==> config.mk <==
export PLATFORM = sky130hd
export DESIGN_NAME = seq_mult
export DESIGN_NICKNAME = d
export VERILOG_FILES = /design/src/rtl/seq_mult_pkg.sv /design/src/rtl/rca_nbit.sv /design/src/rtl/seq_mult.sv
export SDC_FILE = /design/constraint.sdc
export NUM_CORES = 1
export LEC_CHECK = 0
export BUFFER_PORTS_ARGS = -buffer_cell sky130_fd_sc_hd__buf_2
export CORE_ASPECT_RATIO = 1.25
export CORE_UTILIZATION = 44
export CTS_CLUSTER_SIZE = 16
export DETAILED_ROUTE_END_ITERATION = 8
export GPL_TIMING_DRIVEN = 0
export PLACE_DENSITY = 0.63
export SYNTH_ARGS = -nofsm -noshare
export SYNTH_HDL_FRONTEND = slang
export SYNTH_HIERARCHICAL = 1
export SYNTH_SLANG_ARGS = --single-unit
==> constraint.sdc <==
create_clock -name clk -period 7.2 [get_ports clk]
set_input_delay 2.16 -clock clk [delete_from_list [all_inputs] [get_ports clk]]
set_output_delay 2.16 -clock clk [all_outputs]
set_load 0.005 [all_outputs]
==> src/rtl/seq_mult_pkg.sv <==
// Shared definitions for the sequential shift-add multiplier.
package seq_mult_pkg;

  typedef enum logic [1:0] {
    S_IDLE = 2'd0,
    S_RUN  = 2'd1,
    S_FIN  = 2'd2
  } state_t;

  // Bits needed to count 0 .. v-1.
  function automatic int clog2(input int v);
    int r;
    r = 0;
    while ((1 << r) < v) r++;
    return r;
  endfunction

endpackage

==> src/rtl/rca_nbit.sv <==
// N-bit ripple-carry adder. The carry out of the top bit is dropped, so the
// caller sizes N one bit wider than the operands it adds.
module rca_nbit #(
  parameter int N = 5
) (
  input  logic [N-1:0] i_a,
  input  logic [N-1:0] i_b,
  input  logic         i_cin,
  output logic [N-1:0] o_sum
);

  logic [N-1:0] w_c;

  assign w_c[0] = i_cin;

  genvar gi;
  generate
    for (gi = 0; gi < N; gi++) begin : g_fa
      assign o_sum[gi] = i_a[gi] ^ i_b[gi] ^ w_c[gi];
      if (gi < N - 1) begin : g_c
        assign w_c[gi+1] = (i_a[gi] & i_b[gi]) | (w_c[gi] & (i_a[gi] ^ i_b[gi]));
      end
    end
  endgenerate

endmodule

==> src/rtl/seq_mult.sv <==
// Sequential shift-add multiplier: one partial-product add per clock,
// signed/unsigned operands handled as sign-magnitude around an unsigned core.
module seq_mult
  import seq_mult_pkg::*;
#(
  parameter int WIDTH = 4
) (
  input  logic                 clk,
  input  logic                 rst_n,
  input  logic                 start,
  input  logic                 signed_mode,
  input  logic [WIDTH-1:0]     X,
  input  logic [WIDTH-1:0]     Y,
  output logic                 busy,
  output logic                 done,
  output logic [2*WIDTH-1:0]   P
);

  localparam int CW = (clog2(WIDTH) < 1) ? 1 : clog2(WIDTH);
  localparam logic [WIDTH-1:0]   ONE_W  = WIDTH'(1);
  localparam logic [2*WIDTH-1:0] ONE_2W = (2*WIDTH)'(1);
  localparam logic [CW-1:0]      LAST   = CW'(WIDTH - 1);

  state_t             r_state, w_next;
  logic [2*WIDTH-1:0] r_acc, r_p;
  logic [WIDTH-1:0]   r_mcand, r_mplr;
  logic [CW-1:0]      r_cnt;
  logic               r_neg;

  logic [WIDTH-1:0]   w_xmag, w_ymag;
  logic [WIDTH:0]     w_add_a, w_add_b, w_sum;
  logic [2*WIDTH-1:0] w_acc_neg;
  logic               w_last;

  // Magnitudes; the most negative value maps to 2^(WIDTH-1), which fits unsigned.
  assign w_xmag = (signed_mode & X[WIDTH-1]) ? (~X + ONE_W) : X;
  assign w_ymag = (signed_mode & Y[WIDTH-1]) ? (~Y + ONE_W) : Y;

  // Upper half of the accumulator plus the multiplicand, gated by multiplier LSB.
  assign w_add_a   = {1'b0, r_acc[2*WIDTH-1:WIDTH]};
  assign w_add_b   = r_mplr[0] ? {1'b0, r_mcand} : '0;
  assign w_acc_neg = ~r_acc + ONE_2W;
  assign w_last    = (r_cnt == LAST);
  assign P         = r_p;

  rca_nbit #(.N(WIDTH + 1)) u_add (
    .i_a   (w_add_a),
    .i_b   (w_add_b),
    .i_cin (1'b0),
    .o_sum (w_sum)
  );

  // State register.
  always_ff @(posedge clk) begin
    if (!rst_n) r_state <= S_IDLE;
    else        r_state <= w_next;
  end

  // Next-state and handshake outputs.
  always_comb begin
    w_next = r_state;
    busy   = 1'b0;
    done   = 1'b0;
    case (r_state)
      S_IDLE: if (start) w_next = S_RUN;
      S_RUN: begin
        busy = 1'b1;
        if (w_last) w_next = S_FIN;
      end
      S_FIN: begin
        busy   = 1'b1;
        done   = 1'b1;
        w_next = S_IDLE;
      end
      default: w_next = S_IDLE;
    endcase
  end

  // Datapath: latch operands, shift-add, then sign-correct into P.
  always_ff @(posedge clk) begin
    if (!rst_n) begin
      r_acc   <= '0;
      r_p     <= '0;
      r_mcand <= '0;
      r_mplr  <= '0;
      r_cnt   <= '0;
      r_neg   <= 1'b0;
    end else begin
      case (r_state)
        S_IDLE: if (start) begin
          r_mcand <= w_xmag;
          r_mplr  <= w_ymag;
          r_neg   <= signed_mode & (X[WIDTH-1] ^ Y[WIDTH-1]);
          r_acc   <= '0;
          r_cnt   <= '0;
        end
        S_RUN: begin
          r_acc  <= {w_sum, r_acc[WIDTH-1:1]};
          r_mplr <= r_mplr >> 1;
          r_cnt  <= r_cnt + CW'(1);
        end
        S_FIN:   r_p <= r_neg ? w_acc_neg : r_acc;
        default: ;
      endcase
    end
  end

endmodule
==> impl_summary.txt, run 1 <==
----------------------------------------------------
[Placement]
  Post-DP HPWL ... 2.578 mm
  Post-place setup slack ... about 4 ns
  Number of input and output port buffers inserted ... 20
  Gpl congestion ... 0.7675

[Logic synthesis]
  Number of warnings reported in the yosys synthesis log ... 6
  Post-synthesis instance area ... 0.001622 mm²
  Top cell types by occurrence after synthesis ... 29 x dfxtp_1, 20 x nor2_1, 17 x inv_1, 10 x a21oi_1, 10 x nand2_1
  Portion of synthesized cell area occupied by the leading cell type ... between 30% and 40%
  EDFF count, synth ... 0
  Post-synthesis cell type with the largest combined area ... dfxtp_1
  Most common cell in the synthesized netlist ... dfxtp_1
  Seq cells post-synth ... 29
  Synthesized instance count ... 182
  Largest cells by area after synthesis ... dfxtp_1 36%, ha_1 5.4%, fa_1 4.9%, nor2_1 4.6%, inv_1 3.9%
  Number of unique standard cell types used by synthesis ... 44
  Sequential cell area fraction in the yosys report ... 35.80%
  Synthesized area per cell ... around 8.9 µm²
  Share of async-settable or async-resettable flops after synthesis ... 0%
  Predominant post-synthesis flop cell ... dfxtp_1

[Floorplanning]
  Initial core utilization ... 46.15%
  Number of rows in the core area ... 24
  Total I/O pin count ... 22
  Chip width ... 56.30 µm
  Die Span Y ... 69.88 µm
  Core Area ... 0.003513 mm²
  Die Footprint ... 0.003934 mm²

[CTS]
  Cts bufs inserted ... 5
  CTS tree ... yes
  Max Root-Sink Buffers ... 2
  Root Buffer ... clkbuf_8
  H-tree depth reported by CTS ... 2
  Hold bufs inserted after CTS ... 0
  Clock sinks ... 29
  Clk pin slew, worst setup/hold paths ... approximately 0.060 ns
  Worst-Skew Late Latency ... 0.29 ns
  Cts repair resizes ... 0
  Buffer count from post-CTS setup fixing ... 0

[Final layout]
  Final #Nets ... ~230
  # fillers ... 335
  Share of the core filled with cells ... around 53%
  Ant. Diodes ... 0
  Fraction of layout instances using a drive strength above 1 ... about a fifth
  Multi-input gate area ... 923.4 µm²
  Sequential cell area ... a little under 600 µm²
  Post-synthesis to final-layout area growth ... 14.74%

[Timing]
  Setup clock skew after layout ... slightly above 0.005 ns
  Number of hold violations in the final report ... 0
  Minimum clock period after layout ... approximately 3.3 ns
  Slew of the pin with the lowest slew margin ... 0.5187 ns
  Highest Clock Rate ... 0.3055 GHz
  Portion of the clock cycle consumed by the worst path in the final layout ... about 45%
  Worst path setup slack after routing ... 3.927 ns
  Hold WS ... 0.4574 ns
  Setup repair after global routing missed its margin ... no
  Setup-failing EPs final ... 0
  Final total negative setup slack ... 0 ns
  Number of pins with negative max-slew slack in the final report ... 0
  Max_slew headroom ... 65.42%

[GRT]
  First-pass GRT wire length ... 5.664 mm
  GRT Util Overall ... 18.92%
  Total grt overflow ... 0
  Vias in the first global route ... 1324
  Maximum number of pins on one net before global-route repair ... 11
  Number of antenna violations at the first check in global routing ... 0

[Worst setup path]
  Data required time of the worst path ... 5.04 ns
  Type of element launching the critical path ... register
  Largest fanout of any net on the critical path ... 3
  Endpoint kind of the worst setup timing path ... output pin
  Data arrival time at the worst-slack endpoint ... 1.11 ns
  Start-to-end type of the worst setup path ... reg2out

[Routing]
  Aggregate routed wire length ... 3.306 mm
  ANT nets after route ... 0
  Wirelength per Cell ... 13.17 µm
  DR pass1 iterations ... 6
  Via count ... 1373
  DRC violation count after routing ... 0
  Number of violations reported at the end of detailed-routing iteration 0 ... 58
  Via-per-instance ratio ... 5.470

[Flow run]
  Max-cap violations ... 0

[Pwr]
  Power Dens Cells ... 191.5 mW/mm²
  Overall power ... 0.0003563 W
  Peak supply drop ... between 0.1 and 0.15 mV
  Reported leakage power ... just under 0.8 nW

[Status]
  Outcome ... finished, final reports clean

[Hold path]
  Worst hold-check path type ... reg2reg

----------------------------------------------------
final timing paths:
path,startpoint,end,slack (ns),depth (start not counted)
hold / removal,r_mcand[0],r_mcand[0],0.46,2
setup / recovery,r_state[0],busy,3.93,3
setup reg to reg,r_mplr[0],r_acc[7],4.51,11
hold reg to reg,r_mcand[0],r_mcand[0],0.46,2
power by group:
| part | internal, W | switching (W) | total, W |
|---|---|---|---|
| combinational | 0.0000229 | 0.0000321 | 0.0000550 |
| clock | 0.0000668 | 0.0000625 | 0.000129 |
| sequential | 0.000167 | 0.00000519 | 0.000172 |
| total | 0.000257 | 0.0000998 | 0.000356 |
registers in the layout (all words and copies together) (netlist names):
name,cells
r_neg,1
P,8
r_acc,8
r_mplr,4
r_mcand,4
r_cnt,2
r_state,2
routing by layer:
metal | vias up | part of all wire [%] | track usage, %
met4 | 0 | 2.7 | 10.57
li1 | 693 | - | -
met1 | 637 | 41 | 19.18
met2 | 34 | 52 | 34.26
met5 | - | 0 | 0
met3 | 9 | 3.9 | 5.185
critical path, cell delays in order (launching register included):
cell and delay [ns]:
dfxtp_1 0.34, inv_1 0.08, ha_1 0.28, buf_2 0.12
cell families after synthesis:
kind of cell / after synthesis / synth area share (%)
other: 1 / 0.2313
AOI/OAI and AO/OA: 50 / 22.15
and+or+nand+nor: 51 / 15.28
xor gates and xnor gates: 8 / 5.247
muxes: 5 / 3.241
adders and majority gates: 11 / 10.34
DFF: 29 / 35.80
buffers and inverters: 27 / 7.715
metrics by stage:
step           area [µm²]  instances
2_1_floorplan        1629        184
3_3_place_gp         1778        243
3_5_place_dp         1778        243
4_1_cts              1861        251
5_1_grt              1861        251
6_report             1861        251
area by class of cell:
| class | count | area share, % |
|---|---|---|
| Clock inverter | 2 | 0.5380 |
| Inverter | 18 | 3.631 |
| Tap cell | 39 | 2.623 |
| Timing Repair Buffer | 20 | 5.380 |
| Buffer | 9 | 3.093 |
| Multi-Input combinational cell | 128 | 49.63 |
| Sequential cell | 29 | 31.20 |
| Clock buffer | 6 | 3.900 |
cells in the final DEF, fill, tap and decap left out, drive strengths merged, types with 2 or more instances in the layout:
cell | Yosys | layout
inv | 18 | 18
a311oi | 5 | 5
o21ai | 10 | 10
clkbuf | 3 | 9
a21oi | 12 | 12
and2 | 5 | 5
a211oi | 5 | 5
nand2 | 10 | 10
xnor2 | 4 | 4
or3 | 2 | 2
nor2 | 21 | 21
nand3b | 2 | 2
dfxtp | 29 | 29
xor2 | 3 | 3
fa | 4 | 4
ha | 7 | 7
o31ai | 4 | 4
mux2 | 2 | 2
a22oi | 7 | 7
nand3 | 6 | 6
mux2i | 3 | 3
clkinv | 0 | 2
a32oi | 2 | 2
conb | 1 | 3
buf | 6 | 26
Power figures use the tool's default switching activity.
==> run 2, diff against run 1 <==
Settings changed: ABC_AREA set to 1, PLACE_DENSITY 0.63 to 0.65.
Clock period 7.2 ns to 3 ns, I/O delays scaled along.
==> impl_summary.txt, run 2 <==
----------------------------------------------------
[CTS]
  Cts repair resizes ... 0 (unchanged)
  Cts bufs inserted ... 5 (unchanged)
  Clk pin slew, worst setup/hold paths ... 0.06 ns (about the same)
  H-tree depth reported by CTS ... 2 (unchanged)
  Hold bufs inserted after CTS ... 0 (unchanged)
  CTS tree ... yes (unchanged)
  Max Root-Sink Buffers ... 2 (unchanged)
  Clock sinks ... 29 (unchanged)
  Buffer count from post-CTS setup fixing ... 0 (unchanged)
  Worst-Skew Late Latency ... 0.28 ns (was 0.29 ns)
  Root Buffer ... clkbuf_8 (unchanged)

[Logic synthesis]
  Synthesized instance count ... 228 (was 182)
  Number of warnings reported in the yosys synthesis log ... 6 (unchanged)
  Top cell types by occurrence after synthesis ... 51 x nand2_1, 30 x inv_1, 29 x dfxtp_1, 22 x a21oi_1, 22 x nor2_1 (was 29 x dfxtp_1, 20 x nor2_1, 17 x inv_1, 10 x a21oi_1, 10 x nand2_1)
  Predominant post-synthesis flop cell ... dfxtp_1 (unchanged)
  Post-synthesis instance area ... 0.001602 mm² (was 0.001622 mm²)
  Seq cells post-synth ... 29 (unchanged)
  Most common cell in the synthesized netlist ... nand2_1 (was dfxtp_1)
  Synthesized area per cell ... 7.024 µm² (was 8.910 µm²)
  EDFF count, synth ... 0 (unchanged)
  Post-synthesis cell type with the largest combined area ... dfxtp_1 (unchanged)
  Number of unique standard cell types used by synthesis ... 27 (was 44)
  Sequential cell area fraction in the yosys report ... 36.25% (was 35.80%)
  Share of async-settable or async-resettable flops after synthesis ... 0% (unchanged)
  Largest cells by area after synthesis ... dfxtp_1 36%, nand2_1 12%, inv_1 7.0%, a21oi_1 6.9%, ha_1 5.5% (was dfxtp_1 36%, ha_1 5.4%, fa_1 4.9%, nor2_1 4.6%, inv_1 3.9%)
  Portion of synthesized cell area occupied by the leading cell type ... 36.25% (was 35.80%)

[Timing]
  Slew of the pin with the lowest slew margin ... 0.5000 ns (was 0.5187 ns)
  Setup clock skew after layout ... 0.004783 ns (was 0.005134 ns)
  Final total negative setup slack ... 0 ns (unchanged)
  Minimum clock period after layout ... 2.274 ns
  Setup repair after global routing missed its margin ... no (unchanged)
  Portion of the clock cycle consumed by the worst path in the final layout ... 75.82%
  Setup-failing EPs final ... 0 (unchanged)
  Number of pins with negative max-slew slack in the final report ... 0 (unchanged)
  Max_slew headroom ... 66.67% (was 65.42%)
  Highest Clock Rate ... 0.4397 GHz
  Number of hold violations in the final report ... 0 (unchanged)

[GRT]
  GRT Util Overall ... 18.72% (was 18.92%)
  Number of antenna violations at the first check in global routing ... 0 (unchanged)
  First-pass GRT wire length ... 5.823 mm (was 5.664 mm)
  Vias in the first global route ... 1411 (was 1324)
  Total grt overflow ... 0 (unchanged)
  Maximum number of pins on one net before global-route repair ... 11 (unchanged)

[Worst setup path]
  Source of the critical timing path ... r_mplr[0] (was r_state[0])
  Critical path cell sequence ... nand2_1, inv_1, fa_1, inv_1, fa_1, inv_1, fa_1, fa_1, nand2_1, nand2_1, nand3_1, a21oi_1 (was inv_1, ha_1, buf_2)
  Largest fanout of any net on the critical path ... 5 (was 3)
  R2R cell count ... 12 (was 11)
  Startpoint of the worst register-to-register path ... r_mplr[0] (unchanged)
  Endpoint kind of the worst setup timing path ... register (was output pin)
  Data arrival time at the worst-slack endpoint ... 2.42 ns (was 1.11 ns)
  Reg2reg setup slack ... 0.73 ns (was 4.51 ns)
  Start-to-end type of the worst setup path ... reg2reg (was reg2out)
  Most repeated library cell on the critical path ... fa_1
  Maximum cell stage delay along the critical path ... 0.39 ns (was 0.34 ns)
  Reg-to-reg endpoint ... r_acc[7] (unchanged)
  Cell type of the slowest stage on the worst timing path ... fa_1 (was dfxtp_1)
  Type of element launching the critical path ... register (unchanged)
  Data required time of the worst path ... 3.14 ns (was 5.04 ns)

[Flow run]
  Max-cap violations ... 0 (unchanged)

[Routing]
  Aggregate routed wire length ... 3.142 mm (was 3.306 mm)
  DRC violation count after routing ... 0 (unchanged)
  Via count ... 1466 (was 1373)
  DR pass1 iterations ... 4 (was 6)
  Wirelength per Cell ... 10.47 µm (was 13.17 µm)
  ANT nets after route ... 0 (unchanged)
  Number of violations reported at the end of detailed-routing iteration 0 ... 47 (was 58)
  Via-per-instance ratio ... 4.887 (was 5.470)

[Floorplanning]
  Chip width ... 55.96 µm (was 56.30 µm)
  Total I/O pin count ... 22 (unchanged)
  Initial core utilization ... 45.98% (was 46.15%)
  Die Span Y ... 69.45 µm (was 69.88 µm)
  Die Footprint ... 0.003886 mm² (was 0.003934 mm²)
  Core Area ... 0.003483 mm² (was 0.003513 mm²)
  Number of rows in the core area ... 24 (unchanged)

[Final layout]
  Final design instance area without fill ... 0.001872 mm² (was 0.001861 mm²)
  Final #Nets ... 283 (was 234)
  Post-synthesis to final-layout area growth ... 16.88% (was 14.74%)
  Most common cell after layout, fill and taps aside ... nand2_1 (was dfxtp_1)
  Fraction of layout instances using a drive strength above 1 ... 15.71% (was 19.34%)
  Highest-count cells in the layout ignoring fill and taps ... 51 x nand2_1, 30 x inv_1, 29 x dfxtp_1 (was 29 x dfxtp_1, 21 x buf_2, 20 x nor2_1)
  Ant. Diodes ... 0 (unchanged)
  # fillers ... 363 (was 335)

[Pwr]
  Cell-internal power ... 0.0007143 W (was 0.0002565 W)
  Clock Power Share ... 35.0% (was 36.3%)
  Peak supply drop ... 0.3831 mV (was 0.1090 mV)
  Power Dens Cells ... 540.2 mW/mm² (was 191.5 mW/mm²)
  Logic pwr share ... 21.1% (was 15.4%)
  Switching power share of the total ... 29.36% (was 28.00%)
  Reported leakage power ... 0.9135 nW (was 0.7798 nW)
  Total net switching power ... 0.0002969 W (was 0.00009976 W)
  Part of the total power dissipated in sequential elements ... 43.9% (was 48.3%)

[Hold path]
  Worst hold-check path type ... reg2reg (unchanged)
  Number of cells on the worst hold path ... 2 (unchanged)
  Worst Hold Endpoint ... r_acc[0] (was r_mcand[0])
  Hold path startpoint ... r_acc[0] (was r_mcand[0])

[Placement]
  Gpl congestion ... 0.7360 (was 0.7675)
  Number of input and output port buffers inserted ... 21 (was 20)
  Placed inst area ... 0.001770 mm² (was 0.001778 mm²)
  Post-DP HPWL ... 2.389 mm (was 2.578 mm)

[Status]
  Outcome ... finished, final reports clean (unchanged)

----------------------------------------------------
==> run 2: final cells by class <==
class	count	area, µm²	area share [%]
multi-input combinational	162	867.1	46.32
sequential	29	580.6	31.02
inverter	33	123.9	6.618
timing repair buffer	21	105.1	5.615
clock buffer	7	96.34	5.147
tap	39	48.80	2.607
buffer	8	45.04	2.406
clock inverter	1	5.005	0.2674
==> run 2: worst max path at each step <==
stage,end,slack (ns),cells after the start
after global placement,r_acc[7],0.74,12
final,r_acc[7],0.73,12
after detailed placement,r_acc[7],0.72,12
after CTS,r_acc[7],0.70,12
after floorplan,r_acc[6],0.85,10
after global routing,r_acc[6],0.55,10
==> run 2: logic make-up after synthesis <==
kind of cell | count (synthesis) | share of synthesized area [%]
compound gates | 49 | 16.88
fa+ha+maj | 11 | 10.47
xor+xnor | 3 | 1.641
other cells | 1 | 0.2342
buf+inv | 41 | 10.55
simple gates | 94 | 23.98
flops | 29 | 36.25
==> run 2: metrics by stage <==
stage | power [W] | setup WS, ns | util (%) | std cells | hold WS (ns)
after detailed placement | 0.0006687 | 0.7191 | 50.83 | 292 | 0.4499
after CTS | 0.001027 | 0.7029 | 53.74 | 300 | 0.4601
after global routing | 0.001077 | 0.5460 | 53.74 | 300 | 0.4936
after global placement | 0.0006654 | 0.7407 | 50.83 | 292 | 0.4467
final | 0.001011 | 0.7255 | 53.74 | 300 | 0.4599
after floorplan | 0.0006033 | 0.8486 | - | 232 | 0.4390
==> run 2: power by group through the flow <==
stage	Combinational [W]	Sequential, W	Clock, W
floorplan	0.000153	0.000450	0
finish	0.000214	0.000444	0.000354
detailed placement	0.000216	0.000452	0
CTS	0.000217	0.000444	0.000366
global placement	0.000214	0.000451	0
global route	0.000253	0.000449	0.000375
==> run 2: per-layer routing <==
layer  GRT usage, %  share of wire [%]  up-vias
li1               -                  -      789
met1          20.97                 43      644
met2          33.33                 52       28
met3          3.918                3.3        5
met4          8.672                1.5        0
met5              0                  0        -
==> run 2: worst max-delay path, delay by kind of cell (launching register included) <==
| kind | cells | cell delay, ns |
|---|---|---|
| and+or+nand+nor | 4 | 0.27 |
| buffers and inverters | 3 | 0.17 |
| DFF | 1 | 0.35 |
| adders and majority gates | 4 | 1.28 |
| AOI/OAI and AO/OA | 1 | 0.07 |
